--- config.mk ---
export PLATFORM = sky130hd
export DESIGN_NAME = branch_predictor
export DESIGN_NICKNAME = d
export VERILOG_FILES = /design/src/rtl/cpu_types_pkg.sv /design/src/rtl/sat_counter2.sv /design/src/rtl/branch_predictor.sv
export SDC_FILE = /design/constraint.sdc
export NUM_CORES = 1
export LEC_CHECK = 0
export BUFFER_PORTS_ARGS = -buffer_cell sky130_fd_sc_hd__buf_4
export CAP_MARGIN = 20
export CORE_MARGIN = 2
export CORE_UTILIZATION = 55
export CTS_CLUSTER_DIAMETER = 120
export CTS_CLUSTER_SIZE = 24
export DETAILED_ROUTE_END_ITERATION = 8
export PLACE_DENSITY = 0.75
export SLEW_MARGIN = 15
export SYNTH_ARGS = -nofsm -noshare
export SYNTH_HDL_FRONTEND = slang
export SYNTH_HIERARCHICAL = 1
export SYNTH_SLANG_ARGS = --single-unit
--- constraint.sdc ---
create_clock -name CLK -period 2.7 [get_ports CLK]
set_input_delay 0.135 -clock CLK [delete_from_list [all_inputs] [get_ports CLK]]
set_output_delay 0.135 -clock CLK [all_outputs]
set_load 0.05 [all_outputs]
--- src/rtl/cpu_types_pkg.sv ---
// Shared CPU types, including the fetch-stage branch target buffer entry layout.
// The tag helper drops the index and byte-offset bits of a PC.
package cpu_types_pkg;

    typedef logic [31:0] word_t;

    localparam int BP_IDX_W = 3;
    localparam int BP_TAG_W = 32 - BP_IDX_W - 2;

    typedef logic [1:0]          bp_ctr_t;
    typedef logic [BP_TAG_W-1:0] bp_tag_t;

    localparam bp_ctr_t BP_CTR_INIT  = 2'b01;
    localparam bp_ctr_t BP_ALLOC_CTR = 2'b10;

    typedef struct packed {
        logic    valid;
        bp_tag_t tag;
        word_t   target;
        bp_ctr_t ctr;
    } bp_entry_t;

    // Tag field is sized for BP_IDX_W; larger index widths zero-extend cleanly.
    function automatic bp_tag_t bp_tag(input word_t pc, input int idx_w);
        word_t shifted;
        shifted = pc >> (idx_w + 2);
        return shifted[BP_TAG_W-1:0];
    endfunction

endpackage

--- src/rtl/sat_counter2.sv ---
// Two-bit saturating up/down counter, next-state only.
module sat_counter2 (
    input  logic [1:0] ctr,
    input  logic       inc,
    output logic [1:0] ctr_next
);

    always_comb begin
        ctr_next = ctr;
        if (inc) begin
            if (ctr != 2'b11) ctr_next = ctr + 2'd1;
        end else begin
            if (ctr != 2'b00) ctr_next = ctr - 2'd1;
        end
    end

endmodule

--- src/rtl/branch_predictor.sv ---
// Direct-mapped BTB with 2-bit counters; lookup is combinational, MEM-stage update is clocked.
// Optional resolved/mispredict statistics are built when BP_STATS_EN is defined.
module branch_predictor
    import cpu_types_pkg::*;
#(
    parameter int         IDX_W     = BP_IDX_W,
    parameter logic [1:0] CTR_INIT  = BP_CTR_INIT,
    parameter logic [1:0] ALLOC_CTR = BP_ALLOC_CTR
) (
    input  logic             CLK,
    input  logic             nRST,
    input  logic [31:0]      fetch_pc,
    output logic             predict,
    output logic [31:0]      pred_target,
    output logic [IDX_W-1:0] pred_index,
    input  logic             upd_en,
    input  logic [31:0]      upd_pc,
    input  logic [IDX_W-1:0] upd_index,
    input  logic             upd_taken,
    input  logic [31:0]      upd_target,
    input  logic             upd_predict,
    input  logic [31:0]      upd_pred_target,
    output logic             mispredict,
    output logic [31:0]      stat_updates,
    output logic [31:0]      stat_mispred
);

    localparam int N_ENTRIES = 2 ** IDX_W;

    bp_entry_t entries [N_ENTRIES];
    bp_entry_t rd_entry;
    bp_entry_t wr_entry;
    logic      hit;
    logic      upd_hit;
    bp_ctr_t   ctr_next;

    assign pred_index  = fetch_pc[IDX_W+1:2];
    assign rd_entry    = entries[pred_index];
    assign hit         = rd_entry.valid && (rd_entry.tag == bp_tag(fetch_pc, IDX_W));
    assign predict     = hit && rd_entry.ctr[1];
    assign pred_target = predict ? rd_entry.target : '0;

    assign mispredict = upd_en && ((upd_predict != upd_taken) ||
                        (upd_taken && upd_predict && (upd_pred_target != upd_target)));

    // The pipe-carried index selects the entry; it is deliberately not re-derived from upd_pc.
    assign wr_entry = entries[upd_index];
    assign upd_hit  = wr_entry.valid && (wr_entry.tag == bp_tag(upd_pc, IDX_W));

    sat_counter2 u_ctr (
        .ctr      (wr_entry.ctr),
        .inc      (upd_taken),
        .ctr_next (ctr_next)
    );

    always_ff @(posedge CLK or negedge nRST) begin
        if (!nRST) begin
            for (int i = 0; i < N_ENTRIES; i++) begin
                entries[i] <= '{valid: 1'b0, tag: '0, target: '0, ctr: CTR_INIT};
            end
        end else if (upd_en) begin
            if (upd_hit) begin
                entries[upd_index].ctr <= ctr_next;
                if (upd_taken) entries[upd_index].target <= upd_target;
            end else if (upd_taken) begin
                entries[upd_index] <= '{valid:  1'b1,
                                        tag:    bp_tag(upd_pc, IDX_W),
                                        target: upd_target,
                                        ctr:    ALLOC_CTR};
            end
        end
    end

`ifdef BP_STATS_EN
    logic [31:0] upd_cnt;
    logic [31:0] mis_cnt;

    always_ff @(posedge CLK or negedge nRST) begin
        if (!nRST) begin
            upd_cnt <= '0;
            mis_cnt <= '0;
        end else begin
            if (upd_en && (upd_cnt != 32'hFFFF_FFFF)) upd_cnt <= upd_cnt + 32'd1;
            if (mispredict && (mis_cnt != 32'hFFFF_FFFF)) mis_cnt <= mis_cnt + 32'd1;
        end
    end

    assign stat_updates = upd_cnt;
    assign stat_mispred = mis_cnt;
`else
    assign stat_updates = '0;
    assign stat_mispred = '0;
`endif

endmodule

=== Word-level counts from Yosys, hierarchy flattened ===
Index checks and enable logic that the tools add are counted.

* Register bits: 496
* Bits in latches: 0
* Memory bits (writable): 0
* ROM bits: 0
* Input port bits: 136
* Output and inout bits: 101
* Word-level logic and storage cells: 77
* Memories kept: 0

* Add/subtract/negate cells: 2
* $mul: 0
* Div/mod/pow operators: 0
* Order comparisons: 3
* Eq/ne operators: 5
* Shift-type cells: 0
* Muxes and demuxes: 22
* Bitwise logic cells: 2
* Reductions and logical operators: 11

{| class="wikitable"
|+ Operators with widths
! cell !! number
|-
| $bwmux 496 || 3
|-
| $mux 496 || 3
|-
| $demux 62 s3 || 3
|-
| $bmux 62 s3 || 2
|-
| $mux 62 || 5
|-
| $eq 27x27->1 || 2
|-
| $mux 34 || 1
|-
| $mux 32 || 1
|-
| $ne 32x32->1 || 1
|-
| $ge 4x4->1 const B || 2
|-
| $mux 2 || 4
|-
| $not 3->4 || 2
|-
| $logic_and 1x1->1 || 7
|-
| $lt 4x1->1 const B || 1
|-
| $reduce_bool 2->1 || 2
|-
| $add 2x1->2 const B || 1
|-
| $ne 2x2->1 const B || 1
|-
| $reduce_and 2->1 || 1
|-
| $sub 2x1->2 const B || 1
|-
| $logic_or 1x1->1 || 1
|-
| $ne 1x1->1 || 1
|}

=== Longest topological paths before layout ===
Gate-level depths: netlist of run 1.

* Depth in word-level cells: 11
* Depth in mapped cells: 14
* Mapped depth without buffers: 8

=== Hierarchy ===
Netlist of run 1, hierarchy kept.

{| class="wikitable"
|+ By module, submodules not included
! module !! times used !! cells each !! area each (µm²) !! sequential area each (µm²)
|-
| branch_predictor || 1 || 1,778 || 26,461.6 || 12,421.9
|-
| sat_counter2 || 1 || 3 || 26.3 || 0.0
|}

=== Worst setup path before layout of run 1 ===
OpenSTA, ideal clock, no wires.

* Path type: input-to-output
* Start point: input fetch_pc[2]
* End point: output pred_target[10]
* Arrival time: 3.346 ns
* Required time: 2.565 ns
* Path slack: -0.781 ns
* Stages: 10
* Path buffers: 3
* Cells stage by stage: clkbuf_1 > buf_1 > mux4_2 > mux2i_1 > xor2_1 > nand4_1 > nor4_1 > nand4_1 > clkbuf_1 > nor2_1

* Cells in the longest elaborated chain, start to end: 8

{| class="wikitable"
|+ Ends and longest elaborated chain
! what !! RTL line !! source
|-
| start, declared || branch_predictor.sv:12 || <nowiki>input logic [31:0] fetch_pc,</nowiki>
|-
| $not 3->4 (not written as such) * || branch_predictor.sv:38 || <nowiki>assign rd_entry = entries[pred_index];</nowiki>
|-
| $bmux 62 s3 * || branch_predictor.sv:38 ||
|-
| $mux 62 (not written as such) * (2 in series) || branch_predictor.sv:38 ||
|-
| $eq 27x27->1 || branch_predictor.sv:39 || <nowiki>assign hit = rd_entry.valid && (rd_entry.tag == bp_tag(fetch_pc, IDX_W));</nowiki>
|-
| $logic_and 1x1->1 || branch_predictor.sv:39 ||
|-
| $logic_and 1x1->1 || branch_predictor.sv:40 || <nowiki>assign predict = hit && rd_entry.ctr[1];</nowiki>
|-
| $mux 32 * || branch_predictor.sv:41 || <nowiki>assign pred_target = predict ? rd_entry.target : '0;</nowiki>
|-
| end, declared || branch_predictor.sv:14 || <nowiki>output logic [31:0] pred_target,</nowiki>
|}

Every way passes the cells marked *; elsewhere a longest branch is shown, timed or not. The select of a mux whose other input is x is not followed.

=== Worst setup path after layout of run 1 ===
* Start point: register entries[34] (netlist name)
* End point: output pred_target[30]

* Cells in the longest elaborated chain, start to end: 7

{| class="wikitable"
|+ Ends and longest elaborated chain
! what !! RTL line !! source
|-
| start, declared || branch_predictor.sv:30 || <nowiki>bp_entry_t entries [N_ENTRIES];</nowiki>
|-
| start signal, assigned by index || branch_predictor.sv:59 || <nowiki>entries[i] <= '{valid: 1'b0, tag: '0, target: '0, ctr: CTR_INIT};</nowiki>
|-
| start signal, assigned by index || branch_predictor.sv:66 || <nowiki>entries[upd_index] <= '{valid: 1'b1,</nowiki>
|-
| $bmux 62 s3 || branch_predictor.sv:38 ||
|-
| $mux 62 (not written as such) (2 in series) || branch_predictor.sv:38 ||
|-
| $eq 27x27->1 || branch_predictor.sv:39 ||
|-
| $logic_and 1x1->1 || branch_predictor.sv:39 ||
|-
| $logic_and 1x1->1 || branch_predictor.sv:40 ||
|-
| $mux 32 || branch_predictor.sv:41 ||
|}

Every way passes these cells. The select of a mux whose other input is x is not followed.

==> metrics.md, run 1 <==
| Metric | Value |
|---|---|
| Post-route core utilization | `0.688` |
| Skew final | `0.0341 ns` |
| RSZ-0062 raised after global routing | `true` |
| Largest family of logic cells by synthesized area | `multiplexers` |
| Post-synthesis cell area | `26500 um^2` |
| Seq/Total Area, Yosys | `0.469` |
| # diodes | `0` |
| Commonest non-fill, non-tap cell in the layout | `dfrtp_1` |
| Area of the multi-input gates | `13500 um^2` |
| Vias | `16.9k` |
| Area Growth Syn to Fin | `23.7%` |
| Initial Util | `0.556` |
| Ys Warns | `6` |
| Worst-Skew Late Latency | `0.60 ns` |
| Initial DRC Count | `1346` |
| Final Setup Violations | `273` |
| Site Rows | `80` |
| Xor and xnor fraction of the mapped netlist area | `0.0274` |
| Leakage | `14.3 nW` |
| Register area | `12400 um^2` |
| Max FO, Critical Path | `11` |
| PnR worst setup slack | `-1.02 ns` |
| Worst path required time | `2.57 ns` |
| Failing checks | `setup timing` |
| Hold Fails Final Rpt | `0` |
| Critical path class | `flop to primary output` |
| Die Area | `49900 um^2` |
| Fin nets | `2315` |
| Slew Limit Fails | `0` |
| DRC viols | `0` |
| Worst setup SP type | `flop` |
| Largest registers | `entries: 496 flops` |
| Top-Level Pins | `237` |
| Worst-margin pin slew | `0.956 ns` |
| Fmax | `269 MHz` |
| Crit end category | `primary output` |
| Status | `complete, but fails checks` |
| Vias in the first global route | `18.2k` |
| Pin count of the biggest net entering global routing | `98` |
| Initial antenna violation count | `1` |
| Post-synthesis compound-gate area fraction | `0.0171` |
| Congestion Overflow GR | `0` |
| Hold slack | `0.156 ns` |
| CTS Buffer Depth | `3` |
| Mux cell area share after synthesis | `0.401` |
| Num CTS Buffers | `24` |
| Final Cycle Share | `1.38` |
| Drt pass-1 iters | `5` |
| Clk slew on worst S/H paths | `0.11 ns` |
| Vias per inst | `6.01` |
| Synth cell types | `51` |
| Cell Pwr Density | `627 nW/um^2` |
| Minimum clock period | `3.72 ns` |
| Most frequent cells in the layout | `488 x dfrtp_1, 353 x buf_4, 318 x mux2_2, 165 x mux2_4, 156 x mux4_2` |
| First-pass GRT wire length | `111000 um` |
| Synthesized area per cell | `14.9 um^2` |
| WL per Instance | `25.4 um` |
| Gate Count Post-Synth | `1781` |
| Die Wd | `223 um` |
| # port buffers | `165` |
| Area of the core | `47600 um^2` |
| GP Congestion | `0.847` |
| VDD IR max | `474 uV` |
| Root buf cell | `clkbuf_16` |
| Gr usage total | `0.290` |
| H-tree depth | `1` |
| Worst hold path class | `primary input to flop` |
| Post-synth EDFFs | `0` |
| Slew HR | `0.362` |
| Synthesized flop and latch total | `496` |
| Post-synth top flop | `dfrtp_1` |
| Share of post-route cells with drive strength above 1 | `0.566` |
| Hpwl dp | `45400 um` |
| CTS tree | `built` |
| Number of fill cells | `3083` |
| Largest Register | `entries` |
| Die H | `223 um` |
| Post-Route WL | `71200 um` |
| CP arrival | `3.58 ns` |
| Fraction of registers with async set/reset | `1.00` |
| Max-cap violation count | `0` |
| Place WS | `-0.876 ns` |
| Area share of fa/ha/maj cells after synthesis | `0.00132` |
| Post-route ant nets | `0` |
| Max reg flops | `496` |
| Simple-gate share of the synthesized area | `0.0314` |
| CTS sink cnt | `496` |
| Setup_tns | `-146.97 ns` |
Yosys cell counts, drive strengths merged (4+ instances only):
master | instances | share of area
clkbuf | 71 | 0.010
nand2 | 19 | 0.0027
mux2 | 483 | 0.23
o211ai | 9 | 0.0026
nand3 | 8 | 0.0021
mux4 | 156 | 0.13
nor3b | 4 | 0.0011
buf | 164 | 0.041
a221oi | 5 | 0.0017
dfstp | 8 | 0.0079
or2 | 9 | 0.0021
nor2b | 6 | 0.0014
nor2 | 45 | 0.0064
a21oi | 7 | 0.0013
a22oi | 15 | 0.0043
o21ai | 8 | 0.0015
dfrtp | 488 | 0.46
xnor2 | 62 | 0.021
nand4 | 16 | 0.0038
o22ai | 6 | 0.0014
inv | 7 | 0.00099
o2bb2ai | 8 | 0.0026
mux2i | 111 | 0.042
nor4 | 9 | 0.0024
xor2 | 21 | 0.0069
nor3 | 17 | 0.0066
what timing repair did:
item | 4_1_cts | 5_1_grt
hold endpoints to repair | 547 | 0
buffers inserted | 34 | 6
endpoints found under the setup margin | 273 | 273
hold buffers | 61 | 0
pin swaps | 23 | 8
resized for setup | 133 | 27
gates cloned | 18 | 0
layer usage:
layer	vias up	wire, um	track usage
met5	-	13	0
met4	2	2430	0.0929
met2	556	35200	0.478
li1	7206	-	-
met1	8963	29600	0.396
met3	132	3970	0.0474
power by group:
| group | switching, W | internal [W] | total (W) | leakage [nW] |
|---|---|---|---|---|
| logic | 0.00246 | 0.00388 | 0.00635 | 7.89 |
| registers | 0.00104 | 0.00909 | 0.0101 | 6.04 |
| clock network | 0.00241 | 0.00167 | 0.00408 | 0.319 |
metrics by stage:
stage                     cell area (um^2)  total power (W)  cells
final                                32800           0.0206   2803
after global routing                 32800           0.0215   2803
after CTS                            32800           0.0205   2807
after detailed placement             30300           0.0163   2663
after global placement               30300           0.0159   2663
after floorplan                      27000           0.0141   1844
worst paths after layout:
check                                           endpoint  slack [ns]                     start  cells past startpoint
worst max-delay path                     pred_target[30]       -1.02   entries[34]$_DFFE_PN0P_                     12
worst max register to register  entries[356]$_DFFE_PN0P_       -0.59   entries[43]$_DFFE_PN0P_                     14
max in group asynchronous         entries[5]$_DFFE_PN0P_        1.55                      nRST                      3
min in group asynchronous        entries[97]$_DFFE_PN0P_        0.21                      nRST                      2
worst min register to register  entries[310]$_DFFE_PN1P_        0.49  entries[310]$_DFFE_PN1P_                      1
worst min-delay path              entries[0]$_DFFE_PN1P_        0.16                    upd_en                      4
critical path, cell delays in order, from the launching register on:
cell     delay [ns]
dfrtp_1        0.40
mux4_2         0.47
mux2i_1        0.22
buf_4          0.18
xor2_4         0.17
nand4_1        0.19
nor4_4         0.34
buf_4          0.18
nand4_1        0.13
buf_12         0.21
buf_12         0.18
nor2_4         0.10
buf_6          0.16
cell type report:
cell class	count	share of cell area
repair buffers	543	0.166
multi-input cells	1106	0.411
well taps	615	0.0235
flip-flops and latches	496	0.379
inverters	7	0.000802
clock inverters	2	0.000764
clock buffers	34	0.0195
cells by family after synthesis:
family / after synthesis
flip-flops: 496
adder cells (fa/ha/maj): 3
XOR/XNOR: 83
multiplexers: 750
buffers and inverters: 242
AO/OA/AOI/OAI: 63
other: 1
AND/OR/NAND/NOR: 143
Note: power is estimated with default switching activity, not from simulation.
==> run 2: changes to the inputs <==
--- a/config.mk
+++ b/config.mk
@@ -7,10 +7,9 @@
 export LEC_CHECK = 0
 export BUFFER_PORTS_ARGS = -buffer_cell sky130_fd_sc_hd__buf_4
 export CAP_MARGIN = 20
-export CORE_MARGIN = 2
 export CORE_UTILIZATION = 55
 export CTS_CLUSTER_DIAMETER = 120
-export CTS_CLUSTER_SIZE = 24
+export CTS_CLUSTER_SIZE = 20
 export DETAILED_ROUTE_END_ITERATION = 8
 export PLACE_DENSITY = 0.75
 export SLEW_MARGIN = 15
==> metrics.md, run 2 (same netlist as run 1, synthesis figures left out) <==
| Metric | Value |
|---|---|
| Largest registers | `entries: 496 flops` |
| Post-Route WL | `71300 um (+0.10%)` |
| Congestion Overflow GR | `0 (unchanged)` |
| Hold path start | `upd_taken` |
| GP Congestion | `0.891 (+5.3%)` |
| Area Growth Syn to Fin | `24.4%` |
| RSZ-0062 raised after global routing | `true` |
| Worst setup SP type | `flop` |
| PnR worst setup slack | `-0.934 ns (+0.0825 ns)` |
| Fmax | `275 MHz (+2.3%)` |
| Flop-to-flop setup slack | `-0.59 ns (about the same)` |
| Top-Level Pins | `237 (unchanged)` |
| CTS Buffer Depth | `3 (unchanged)` |
| First-pass GRT wire length | `110000 um (-0.30%)` |
| Comb power frac | `0.307 (-0.002)` |
| Pint | `0.0150 W (+2.2%)` |
| Slew HR | `0.349 (-0.0123)` |
| Part of the power in registers | `0.483 (-0.010)` |
| CTS sink cnt | `496 (unchanged)` |
| Crit end category | `primary output` |
| Share of post-route cells with drive strength above 1 | `0.566 (about the same)` |
| Endpoint of the worst register-to-register path | `entries[38]$_DFFE_PN0P_` |
| Status | `complete, but fails checks` |
| H-tree depth | `1 (unchanged)` |
| Die Wd | `221 um (-0.90%)` |
| Final Cycle Share | `1.35 (-0.0305)` |
| Max FO, Critical Path | `8 (-3)` |
| WL per Instance | `25.3 um (-0.29%)` |
| Final Setup Violations | `273 (unchanged)` |
| Worst path required time | `2.57 ns (about the same)` |
| Max reg flops | `496 (unchanged)` |
| Skew final | `0.0191 ns (-0.0151 ns)` |
| Leakage | `14.4 nW (+0.82%)` |
| Fin nets | `2322 (+0.30%)` |
| CTS tree | `built` |
| Clk slew on worst S/H paths | `0.09 ns (-0.02 ns)` |
| Switching Fraction | `0.285 (-0.00233)` |
| Final total power | `0.0209 W (+1.9%)` |
| Top Family by Delay on Critical Path | `buffers and inverters` |
| Area of the core | `47600 um^2 (unchanged)` |
| Minimum clock period | `3.63 ns (-0.0825 ns)` |
| Worst path max stage delay | `0.47 ns (about the same)` |
| Drt pass-1 iters | `5 (unchanged)` |
| Worst path slowest cell | `mux4_2` |
| Post-route ant nets | `0 (unchanged)` |
| Die Area | `49000 um^2 (-1.8%)` |
| Vias | `17.0k (+0.65%)` |
| Die H | `221 um (-0.90%)` |
| Vias in the first global route | `18.4k (+1.3%)` |
| VDD IR max | `537 uV (+13%)` |
| Min-Delay Path Depth | `3 (-1)` |
| Worst-margin pin slew | `0.974 ns (+0.0185 ns)` |
| Num CTS Buffers | `28 (+17%)` |
| RR Startpoint | `entries[36]$_DFFE_PN0P_` |
| Cell Pwr Density | `636 nW/um^2 (+1.3%)` |
| Worst-Skew Late Latency | `0.60 ns (about the same)` |
| # port buffers | `165 (unchanged)` |
| Site Rows | `80 (unchanged)` |
| Vias per inst | `6.03 (+0.26%)` |
| Initial Util | `0.556 (unchanged)` |
| Slew Limit Fails | `0 (unchanged)` |
| Number of fill cells | `3121 (+1.2%)` |
| Setup_tns | `-143.12 ns (+3.85 ns)` |
| Hpwl dp | `44800 um (-1.5%)` |
| Hold-critical path endpoint | `entries[435]$_DFFE_PN0P_` |
| Hold Fails Final Rpt | `0 (unchanged)` |
| Pin count of the biggest net entering global routing | `81 (-17%)` |
| Largest Register | `entries` |
| WP buf/inv | `5 (unchanged)` |
| Max-cap violation count | `0 (unchanged)` |
| CP Cell Sequence | `mux4_2 > mux2i_1 > xor2_1 > buf_4 > nand4_1 > nor4_2 > buf_4 > nand4_1 > buf_12 > buf_16 > nor2_4 > buf_8` |
| Commonest non-fill, non-tap cell in the layout | `dfrtp_1` |
| Most frequent cells in the layout | `488 x dfrtp_1, 371 x buf_4, 291 x mux2_2, 192 x mux2_4, 156 x mux4_2` |
| P_sw | `0.00597 W (+1.1%)` |
| Worst reg2reg path depth | `13 (-1)` |
| Initial antenna violation count | `3 (+2)` |
| Failing checks | `setup timing` |
| Worst hold path class | `primary input to flop` |
| Critical path class | `flop to primary output` |
| Clock power share | `0.210 (+0.011)` |
| Post-route core utilization | `0.692 (+0.00381)` |
| Gr usage total | `0.294 (+0.00393)` |
| DRC viols | `0 (unchanged)` |
| Root buf cell | `clkbuf_16` |
| Initial DRC Count | `1434 (+6.5%)` |
| CP arrival | `3.50 ns (-0.08 ns)` |
run 2: cell types whose count changed in the layout (fill, tap and decap cells not counted), moves of 3 or more:
cell	delta
buf_12	-8
buf_4	+18
buf_6	-16
buf_8	+6
clkbuf_16	+6
mux2_2	-27
mux2_4	+27
nor2_2	-3
nor2_4	+3
nor3_1	+3
run 2: worst min-delay path: cells and delay by family:
kind | cells | cell delay [ns]
simple gates | 2 | 0.19
buf+inv | 1 | 0.23
run 2: how the worst max path moves through the flow:
stage	from	to	cells past startpoint
3_3_place_gp	upd_index[1]	entries[492]$_DFFE_PN0P_	11
5_1_grt	entries[362]$_DFFE_PN0P_	pred_target[26]	12
3_5_place_dp	upd_index[1]	entries[125]$_DFFE_PN0P_	11
4_1_cts	entries[468]$_DFFE_PN0P_	pred_target[27]	12
6_report	entries[486]$_DFFE_PN0P_	pred_target[26]	12
2_1_floorplan	fetch_pc[2]	pred_target[10]	10
run 2: power by group through the flow:
stage          Sequential [W]  Combinational [W]  Clock, W
4_1_cts                0.0101            0.00625   0.00446
3_3_place_gp           0.0101            0.00583         0
3_5_place_dp           0.0102            0.00604         0
5_1_grt                0.0103            0.00684   0.00473
6_report               0.0101            0.00643   0.00439
2_1_floorplan         0.00989            0.00421         0
run 2: per-layer routing:
| metal | part of all wire | GRT usage | vias up |
|---|---|---|---|
| met4 | 0.043 | 0.126 | 2 |
| met1 | 0.41 | 0.400 | 8986 |
| met3 | 0.060 | 0.0505 | 157 |
| li1 | - | - | 7223 |
| met5 | 0.00017 | 0 | - |
| met2 | 0.48 | 0.469 | 601 |
run 2: layout make-up:
class,instances,area [um^2],share of cell area
Clock inverter,2,21.3,0.000646
Tap cell,615,769,0.0234
Inverter,7,31.3,0.000949
Clock buffer,40,746,0.0226
Antenna cell,2,5.00,0.000152
Multi-Input combinational cell,1106,13600,0.411
Timing Repair Buffer,546,5400,0.164
Sequential cell,496,12400,0.377
run 2: metrics by stage:
stage	instances	cell area (um^2)	hold WS [ns]	setup WS, ns
after floorplan	1844	27000	-0.161	0.0306
after global routing	2813	32900	0.0222	-1.01
final	2814	33000	0.00677	-0.934
after global placement	2655	30200	0.186	-0.794
after detailed placement	2655	30200	0.191	-0.809
after CTS	2804	32600	0.00595	-0.865
run 2: what timing repair did:
action                                 in CTS  in global routing
buffers inserted                           29                 20
pin swaps                                  16                 23
gates resized for setup                    96                103
hold buffers                               60                  0
gates cloned                               20                  3
setup endpoints to repair                 273                274
endpoints found under the hold margin     537                  0
==> run 3: changes to the inputs <==
--- a/config.mk
+++ b/config.mk
@@ -7,11 +7,11 @@
 export LEC_CHECK = 0
 export BUFFER_PORTS_ARGS = -buffer_cell sky130_fd_sc_hd__buf_4
 export CAP_MARGIN = 20
-export CORE_UTILIZATION = 55
+export CORE_UTILIZATION = 45
 export CTS_CLUSTER_DIAMETER = 120
 export CTS_CLUSTER_SIZE = 20
 export DETAILED_ROUTE_END_ITERATION = 8
-export PLACE_DENSITY = 0.75
+export PLACE_DENSITY = 0.63
 export SLEW_MARGIN = 15
 export SYNTH_ARGS = -nofsm -noshare
 export SYNTH_HDL_FRONTEND = slang
==> metrics.md, run 3 (same netlist as run 1, synthesis figures left out) <==
| Metric | Value |
|---|---|
| Status | `complete, but fails checks` |
| Failing checks | `setup timing` |
| Final Cell Area | `33000 um^2 (+0.26%)` |
| CTS tree | `built` |
| DRC viols | `0 (unchanged)` |
| Minimum clock period | `3.53 ns (-0.108 ns)` |
| WL per Instance | `24.3 um (-4.2%)` |
| CTS Buffer Depth | `3 (unchanged)` |
| Post-Route WL | `72000 um (+0.98%)` |
| Worst path required time | `2.57 ns (about the same)` |
| Max reg flops | `496 (unchanged)` |
| Critical path class | `flop to primary output` |
| CP Cell Sequence | `mux4_2 > mux2i_2 > xor2_1 > nand4_1 > nor4_2 > buf_4 > nand4_1 > buf_12 > buf_12 > nor2_4 > buf_6` |
| First-pass GRT wire length | `111000 um (+0.98%)` |
| Max-cap violation count | `0 (unchanged)` |
| Most frequent cells in the layout | `488 x dfrtp_1, 360 x buf_4, 315 x mux2_2, 168 x mux2_4, 156 x mux4_2` |
| Initial antenna violation count | `1 (-2)` |
| Final Setup Violations | `274 (+0.37%)` |
| RSZ-0062 raised after global routing | `true` |
| Root buf cell | `clkbuf_16` |
| Number of fill cells | `4620 (+48%)` |
| Site Rows | `88 (+10%)` |
| Post-route ant nets | `0 (unchanged)` |
| Worst hold path class | `primary input to asynchronous set/reset pin` |
| Gr usage total | `0.244 (-0.0498)` |
| Crit end category | `primary output` |
| Register area | `12400 um^2 (unchanged)` |
| H-tree depth | `1 (unchanged)` |
| Max FO, Critical Path | `7 (-1)` |
| Worst path max stage delay | `0.47 ns (about the same)` |
| Largest Register | `entries` |
| CTS sink cnt | `496 (unchanged)` |
| Commonest non-fill, non-tap cell in the layout | `dfrtp_1` |
| VDD IR max | `458 uV (-15%)` |
| Initial Util | `0.457 (-0.0986)` |
| Setup_tns | `-138.68 ns (+4.44 ns)` |
| Slew HR | `0.392 (+0.0431)` |
| PnR worst setup slack | `-0.826 ns (+0.108 ns)` |
| Fmax | `284 MHz (+3.1%)` |
| Vias in the first global route | `17.9k (-2.7%)` |
| Die Wd | `245 um (+10%)` |
| Top-Level Pins | `237 (unchanged)` |
| Die H | `245 um (+10%)` |
| Congestion Overflow GR | `0 (unchanged)` |
| Hpwl dp | `47200 um (+5.5%)` |
| Area Growth Syn to Fin | `24.7%` |
| Cell Pwr Density | `632 nW/um^2 (-0.57%)` |
| DP Area | `30500 um^2 (+1.2%)` |
| Area of the multi-input gates | `13400 um^2 (-1.3%)` |
| Place WS | `-0.692 ns (+0.117 ns)` |
| # port buffers | `165 (unchanged)` |
| Largest registers | `entries: 496 flops` |
| GP Congestion | `0.876 (-1.7%)` |
| Drt pass-1 iters | `5 (unchanged)` |
| Clk slew on worst S/H paths | `0.09 ns (about the same)` |
| Final Cycle Share | `1.31 (-0.0401)` |
| Vias per inst | `5.58 (-7.4%)` |
| Fin nets | `2323 (+0.043%)` |
| Vias | `16.6k (-2.4%)` |
| Hold Fails Final Rpt | `0 (unchanged)` |
| Skew final | `0.0263 ns (+0.00720 ns)` |
| Worst-Skew Late Latency | `0.62 ns (+0.02 ns)` |
| Worst setup SP type | `flop` |
| Die Area | `59800 um^2 (+22%)` |
| Num CTS Buffers | `28 (unchanged)` |
| Leakage | `14.3 nW (-0.44%)` |
| Pin count of the biggest net entering global routing | `95 (+17%)` |
| Slew Limit Fails | `0 (unchanged)` |
| Post-route core utilization | `0.570 (-0.121)` |
| Worst-margin pin slew | `0.910 ns (-0.0645 ns)` |
| Area of the core | `57900 um^2 (+22%)` |
| Initial DRC Count | `1048 (-27%)` |
| Worst path slowest cell | `mux4_2` |
| Share of post-route cells with drive strength above 1 | `0.562 (-0.00415)` |
| CP arrival | `3.39 ns (-0.11 ns)` |
## run 3: final timing paths
kind	startpoint	endpoint	slack, ns	cells after the start
worst max-delay path	entries[409]$_DFFE_PN0P_	pred_target[13]	-0.83	11
worst min-delay path	nRST	entries[412]$_DFFE_PN0P_	0.05	2
worst max register to register	entries[47]$_DFFE_PN0P_	entries[171]$_DFFE_PN0P_	-0.61	15
worst min register to register	entries[62]$_DFFE_PN1P_	entries[62]$_DFFE_PN1P_	0.49	1
max in group asynchronous	nRST	entries[126]$_DFFE_PN0P_	1.74	3
min in group CLK	upd_en	entries[62]$_DFFE_PN1P_	0.16	4
## run 3: what timing repair did
| action | CTS | global route |
|---|---|---|
| hold buffers | 61 | 0 |
| resized for setup | 106 | 27 |
| setup buffers | 29 | 7 |
| setup endpoints to repair | 273 | 274 |
| pin swaps | 13 | 11 |
| endpoints found under the hold margin | 922 | 0 |
| cloned | 11 | 3 |
## run 3: critical path, delay by kind of cell (launching register included)
kind                      cells  cell delay [ns]
DFF                           1             0.39
buffers and inverters         4             0.74
muxes                         2             0.66
and+or+nand+nor               4             0.70
xor gates and xnor gates      1             0.27
## run 3: routing by layer
metal | vias up | global-route usage | routed length (um)
met5 | - | 0 | 0
met4 | 0 | 0.0697 | 2070
met3 | 105 | 0.0329 | 3350
met2 | 409 | 0.397 | 35300
met1 | 8817 | 0.341 | 31300
li1 | 7223 | - | -
## run 3: power breakdown
group / total (W) / switching (W) / internal, W
combinational: 0.00635 / 0.00241 / 0.00394
clock: 0.00444 / 0.00251 / 0.00193
sequential: 0.0101 / 0.00100 / 0.00909
total: 0.0209 / 0.00593 / 0.0150
## run 3: area by class of cell
| cell class | instances | share of cell area |
|---|---|---|
| sequential | 496 | 0.376 |
| tap | 765 | 0.0290 |
| clock inverter | 2 | 0.000644 |
| inverter | 7 | 0.000947 |
| multi-input combinational | 1106 | 0.405 |
| timing repair buffer | 547 | 0.166 |
| antenna | 1 | 0.0000757 |
| clock buffer | 41 | 0.0227 |
## run 3: through the flow
| step | hold slack (ns) | instances | total power, W |
|---|---|---|---|
| after detailed placement | 0.0999 | 2816 | 0.0163 |
| after global routing | 0.0755 | 2965 | 0.0219 |
| after floorplan | -0.161 | 1844 | 0.0141 |
| final | 0.0519 | 2965 | 0.0209 |
| after CTS | 0.0479 | 2959 | 0.0210 |
| after global placement | 0.0972 | 2816 | 0.0161 |
